`config.mk`:
```
export PLATFORM = sky130hd
export DESIGN_NAME = music_scheduler
export DESIGN_NICKNAME = d
export VERILOG_FILES = /design/src/rtl/music_pkg.sv /design/src/rtl/music_scheduler_tempo_divider.sv /design/src/rtl/music_scheduler.sv
export SDC_FILE = /design/constraint.sdc
export NUM_CORES = 1
export LEC_CHECK = 0
export CAP_MARGIN = 10
export CORE_MARGIN = 2
export CORE_UTILIZATION = 42
export CTS_CLUSTER_DIAMETER = 200
export CTS_CLUSTER_SIZE = 20
export DETAILED_ROUTE_END_ITERATION = 10
export PLACE_DENSITY_LB_ADDON = 0.05
export SYNTH_ARGS = -nofsm -noshare
export SYNTH_HDL_FRONTEND = slang
export SYNTH_SLANG_ARGS = --single-unit
```
`constraint.sdc`:
```
create_clock -name clk -period 7.6 [get_ports clk]
set_input_delay 1.14 -clock clk [delete_from_list [all_inputs] [get_ports clk]]
set_output_delay 1.14 -clock clk [all_outputs]
set_load 0.03 [all_outputs]
```
`src/rtl/music_pkg.sv`:
```
// Shared types and defaults for the music beat scheduler.
package music_pkg;

    // Player states seen by the game FSM through the playing flag
    typedef enum logic [1:0] {
        IDLE  = 2'd0,
        PLAY  = 2'd1,
        PAUSE = 2'd2,
        DONE  = 2'd3
    } state_t;

    localparam int DEF_BEAT_W     = 12;
    localparam int DEF_TEMPO_DIV  = 3125000;
    localparam int DEF_SONG_LEN_0 = 256;
    localparam int DEF_SONG_LEN_1 = 128;
    localparam int DEF_SONG_LEN_2 = 64;
    localparam int DEF_SONG_LEN_3 = 512;

    // Song length lookup; lengths are passed in so each instance can retune them
    function automatic int song_len(input logic [1:0] sel,
                                    input int l0, input int l1,
                                    input int l2, input int l3);
        case (sel)
            2'd0:    song_len = l0;
            2'd1:    song_len = l1;
            2'd2:    song_len = l2;
            2'd3:    song_len = l3;
            default: song_len = l0;
        endcase
    endfunction

endpackage

```
`src/rtl/music_scheduler_tempo_divider.sv`:
```
// Beat-period divider: counts clock cycles within one beat and raises tick
// on the last cycle. The beat length is chosen from fast only when a new
// beat starts, so a beat already in progress is never shortened.
module tempo_divider
    import music_pkg::*;
#(
    parameter int TEMPO_DIV = DEF_TEMPO_DIV
) (
    input  logic clk,
    input  logic reset,
    input  logic restart,
    input  logic abort,
    input  logic run,
    input  logic fast,
    output logic tick
);

    localparam int CNT_W = $clog2(TEMPO_DIV + 1);
    localparam logic [CNT_W-1:0] FULL_PERIOD = CNT_W'(TEMPO_DIV);
    localparam logic [CNT_W-1:0] HALF_PERIOD = CNT_W'(TEMPO_DIV / 2);
    localparam logic [CNT_W-1:0] CNT_ONE     = CNT_W'(1);
    localparam logic [CNT_W-1:0] CNT_ZERO    = CNT_W'(0);

    logic [CNT_W-1:0] div_cnt_r;
    logic [CNT_W-1:0] period_r;
    logic [CNT_W-1:0] period_sel_s;
    logic             tc_s;

    // Length of the next beat as selected by the tempo level
    always_comb begin
        period_sel_s = FULL_PERIOD;
        if (fast) begin
            period_sel_s = HALF_PERIOD;
        end else begin
            period_sel_s = FULL_PERIOD;
        end
    end

    // Terminal count of the current beat
    always_comb begin
        tc_s = (div_cnt_r == (period_r - CNT_ONE));
    end

    assign tick = run & tc_s;

    // Cycle counter and beat length; abort outranks restart, frozen when not running
    always_ff @(posedge clk or posedge reset) begin
        if (reset) begin
            div_cnt_r <= CNT_ZERO;
            period_r  <= FULL_PERIOD;
        end else if (abort) begin
            div_cnt_r <= CNT_ZERO;
        end else if (restart) begin
            div_cnt_r <= CNT_ZERO;
            period_r  <= period_sel_s;
        end else if (run && tc_s) begin
            div_cnt_r <= CNT_ZERO;
            period_r  <= period_sel_s;
        end else if (run) begin
            div_cnt_r <= div_cnt_r + CNT_ONE;
        end
    end

endmodule

```
`src/rtl/music_scheduler.sv`:
```
// Commanded beat sequencer for the red-light/green-light music ROM.
// Takes start/stop/pause/loop/fast from the game FSM, steps the beat index
// at each tempo tick and reports playing status and song completion.
module music_scheduler
    import music_pkg::*;
#(
    parameter int TEMPO_DIV  = DEF_TEMPO_DIV,
    parameter int BEAT_W     = DEF_BEAT_W,
    parameter int SONG_LEN_0 = DEF_SONG_LEN_0,
    parameter int SONG_LEN_1 = DEF_SONG_LEN_1,
    parameter int SONG_LEN_2 = DEF_SONG_LEN_2,
    parameter int SONG_LEN_3 = DEF_SONG_LEN_3
) (
    input  logic              clk,
    input  logic              reset,
    input  logic              start,
    input  logic [1:0]        song_id,
    input  logic              stop,
    input  logic              pause,
    input  logic              loop,
    input  logic              fast,
    output logic [BEAT_W-1:0] ibeat,
    output logic [1:0]        song_sel,
    output logic              playing,
    output logic              beat_tick,
    output logic              song_done
);

    // One extra bit so a length of exactly 2^BEAT_W still compares correctly
    localparam int LEN_W = BEAT_W + 1;
    localparam logic [LEN_W-1:0]  LEN_ONE   = LEN_W'(1);
    localparam logic [BEAT_W-1:0] BEAT_ZERO = BEAT_W'(0);

    state_t            state_r;
    state_t            state_n_s;
    logic [BEAT_W-1:0] ibeat_r;
    logic [BEAT_W-1:0] ibeat_n_s;
    logic [1:0]        song_sel_r;
    logic [1:0]        song_sel_n_s;
    logic [LEN_W-1:0]  len_s;
    logic [LEN_W-1:0]  beat_inc_s;
    logic              last_s;
    logic              run_s;
    logic              restart_s;
    logic              tick_s;

    // Divider only counts in PLAY on cycles with no overriding command
    always_comb begin
        restart_s = start & ~stop;
        run_s     = (state_r == PLAY) & ~stop & ~start & ~pause;
    end

    tempo_divider #(
        .TEMPO_DIV (TEMPO_DIV)
    ) u_tempo_divider (
        .clk     (clk),
        .reset   (reset),
        .restart (restart_s),
        .abort   (stop),
        .run     (run_s),
        .fast    (fast),
        .tick    (tick_s)
    );

    // Last-beat detection against the length of the latched song
    always_comb begin
        len_s      = LEN_W'(song_len(song_sel_r, SONG_LEN_0, SONG_LEN_1,
                                     SONG_LEN_2, SONG_LEN_3));
        beat_inc_s = {1'b0, ibeat_r} + LEN_ONE;
        last_s     = ~(beat_inc_s < len_s);
    end

    // Next state, beat index and song select; stop > start > pause
    always_comb begin
        state_n_s    = state_r;
        ibeat_n_s    = ibeat_r;
        song_sel_n_s = song_sel_r;
        if (stop) begin
            state_n_s = IDLE;
            ibeat_n_s = BEAT_ZERO;
        end else if (start) begin
            state_n_s    = PLAY;
            ibeat_n_s    = BEAT_ZERO;
            song_sel_n_s = song_id;
        end else begin
            case (state_r)
                PLAY: begin
                    if (pause) begin
                        state_n_s = PAUSE;
                    end else if (tick_s) begin
                        if (!last_s) begin
                            ibeat_n_s = beat_inc_s[BEAT_W-1:0];
                        end else if (loop) begin
                            ibeat_n_s = BEAT_ZERO;
                        end else begin
                            state_n_s = DONE;
                        end
                    end else begin
                        state_n_s = PLAY;
                    end
                end
                PAUSE: begin
                    if (!pause) begin
                        state_n_s = PLAY;
                    end else begin
                        state_n_s = PAUSE;
                    end
                end
                IDLE:    state_n_s = IDLE;
                DONE:    state_n_s = DONE;
                default: begin
                    state_n_s = IDLE;
                    ibeat_n_s = BEAT_ZERO;
                end
            endcase
        end
    end

    // State, beat index and song select registers
    always_ff @(posedge clk or posedge reset) begin
        if (reset) begin
            state_r    <= IDLE;
            ibeat_r    <= BEAT_ZERO;
            song_sel_r <= 2'd0;
        end else begin
            state_r    <= state_n_s;
            ibeat_r    <= ibeat_n_s;
            song_sel_r <= song_sel_n_s;
        end
    end

    assign ibeat     = ibeat_r;
    assign song_sel  = song_sel_r;
    assign playing   = (state_r == PLAY);
    assign beat_tick = tick_s;
    assign song_done = tick_s & last_s;

endmodule

```
==> flow_summary.yaml <==
status:
  status: "complete, no violations"
placed_design:
  port_buffers: 25
  dpl_worst_slack_ps: 2904
  dpl.hpwl_um: 4094
  place_inst: 371
  gp_congestion: 0.7636
logic_synthesis:
  yosysSeqAreaShare_pct: 39.63
  yosysUniqueCellTypes: 57
  synthCells: 281
  synth-seq-cells: 40
  syn_nets: 297
  ys.flop_type: "dfrtp_1"
  synth_top_area_cell: "dfrtp_1"
  synth.most_common_cell: "dfrtp_1"
  synth_area_per_cell_um2: 8.999
  mappedNetlistArea_mm2: 0.002529
  synth_common_cells: "39 x dfrtp_1, 30 x nand2_1, 18 x o21ai_1, 17 x inv_1"
  synth_edf_count: 0
  synth_top_area_share_pct: 38.59
  synthArstFlopShare_pct: 100.0
  synthTopCellsByArea: "dfrtp_1 39%, nand2_1 4.5%, o21ai_1 3.6%, ha_1 3.5%, a31oi_1 3.2%"
  synth_warnings: 0
run:
  cap_violations: 0
sta:
  max_freq_mhz: 213.0
  finalMaxSlewViolations: 0
  fin_setup_tns_ps: 0
  finClkSkew_ps: 9.152
  worst_slack_ps: 2904
  hold_viol_final: 0
  setup_violations: 0
  max_slew_margin_pct: 34.41
  fin_crit_ps: 4696
  worst_pin_slew_ps: 983.8
  rsz0062_at_grt: "no"
  fin_crit_sh_pct: 61.79
route:
  via_count: 2121
  routed_wl_um: 5795
  wl_per_cell_um: 15.29
  first_iter_violations: 131
  drc: 0
  first_pass_iters: 4
  vias_per_cell: 5.596
  ant_nets: 0
setup_path:
  rr_worst_depth: 11
  cp_slowest_stage_delay_ps: 680
  reg2reg_to: "ibeat[0]$_DFFE_PP0P_"
  start_kind: "input pin"
  critPathKind: "input pin to output port"
  path_buf_inv: 2
  cp_common_cell: "clkdlybuf4s50_1"
  endpoint_kind: "output port"
  cp.required_ps: 6460
  crit_slowest_cell: "clkdlybuf4s50_1"
  arrival_ps: 3560
  path_max_fanout: 8
  crit-reg2reg-launch: "ibeat[0]$_DFFE_PP0P_"
  crit_chain: "clkdlybuf4s50_1, nor2_4, nand3_1, nor3_1, nand2_1, nor2_1, clkdlybuf4s50_1"
  r2r_slack_ps: 4140
  crit_family: "simple AND/OR/NAND/NOR gates"
global_routing:
  grt_pass1_wl_um: 9763
  grt.total_usage_pct: 19.11
  grt_pass1_vias: 1969
  overflow: 0
  antenna_found_initial: 0
  grt_max_degree: 41
final_layout:
  nFillCells: 606
  antenna_cells: 0
  nNetsFinal: 319
  areaGrowthSynthToFinish_pct: 15.09
  layout-drive-gt1-share_pct: 9.211
  fin_cells: 379
floorplanning:
  core_mm2: 0.005886
  die_area_mm2: 0.006657
  row_count: 28
  io_pins: 26
  start_util_pct: 42.96
  die_w_um: 81.59
  die_h_um: 81.59
worst_hold_path:
  hold_depth: 1
  hold_class: "flip-flop to flip-flop"
  holdPathEnd: "u_tempo_divider.div_cnt_r[18]$_DFFE_PP0P_"
  min_from: "u_tempo_divider.div_cnt_r[18]$_DFFE_PP0P_"
power_and_ir_drop:
  p_leak_uw: 0.001105
  vdd_ir_drop_max_mv: 0.07276
  power_density_mw_per_mm2: 157.6
cts:
  cts_buffers: 5
  htree_levels: 2
  insertion_delay_ps: 300
  clock-sinks: 40
  cts-root-buf: "clkbuf_8"
  hold_buffers: 0
  postCtsSetupBuffers: 0
  cts_tree: "built"
  ctsResizeCount: 0
  clk_pin_slew_worst_paths_ps: 80
  clockBufferDepth: 2
==> cell families (layout without fill, tap and decap cells) <==
logic type                 Yosys count  in the layout  synth area share, %
xor gates and xnor gates            13             13                4.503
DFF                                 40             40                39.63
AOI/OAI and AO/OA                   68             68                16.68
adders and majority gates            8              8                3.859
muxes                                7              7                3.513
and+or+nand+nor                    116            116                25.93
buffers and inverters               29             52                5.888
==> cells in the final DEF, fill, tap and decap left out, types with 7 or more instances in the layout <==
master	instances
dfrtp_1	39
nand2_1	30
clkdlybuf4s50_1	25
o21ai_1	18
inv_1	17
nand3_1	16
nor2_1	16
a31oi_1	13
a21oi_1	12
nand4_1	9
xnor2_1	8
o21ai_0	7
ha_1	7
==> sequential cells by signal, summed over array words and instances (netlist names) <==
register / cells
ibeat: 12
u_tempo_divider.period_r: 2
state_r: 2
song_sel: 2
u_tempo_divider.div_cnt_r: 22
==> per-layer routing <==
metal  vias up  share of wire [%]  GRT usage, %
met5         -                  0             0
met4         0                1.2         6.667
met3         7                3.9         2.967
met2        42                 44         28.20
met1      1011                 51         28.30
li1       1061                  -             -
==> worst max path at each step <==
stage                              start  slack [ps]        end  cells past startpoint
floorplan           ibeat[0]$_DFFE_PP0P_        3490  song_done                     10
global placement                   start        2970  song_done                      7
detailed placement                 start        2900  song_done                      7
CTS                                start        2890  song_done                      7
global route                       start        2740  song_done                      7
finish                             start        2900  song_done                      7
==> power breakdown <==
| part | total, uW | internal [uW] | switching [uW] |
|---|---|---|---|
| sequential | 221 | 217 | 4.49 |
| clock | 176 | 97.6 | 78.0 |
| combinational | 61.6 | 25.3 | 36.3 |
| total | 459 | 340 | 119 |
==> per-stage QoR <==
stage          cell area, um^2  hold slack, ps  utilization [%]  total power (uW)
2_1_floorplan             2529           464.6                -             268.1
3_3_place_gp              2803           503.9            47.62             287.8
3_5_place_dp              2803           497.1            47.62             288.3
4_1_cts                   2910           509.9            49.45             464.1
5_1_grt                   2910           544.0            49.45             479.3
6_report                  2910           511.2            49.45             458.6
==> cell type report <==
class | instances | area, um^2 | area share, %
inverters | 17 | 63.81 | 2.193
well taps | 75 | 93.84 | 3.224
flip-flops and latches | 40 | 1002 | 34.44
clock inverters | 2 | 35.03 | 1.204
multi-input cells | 212 | 1378 | 47.33
repair buffers | 27 | 265.3 | 9.114
clock buffers | 6 | 72.57 | 2.494
Note: power is estimated with default switching activity, not from simulation.
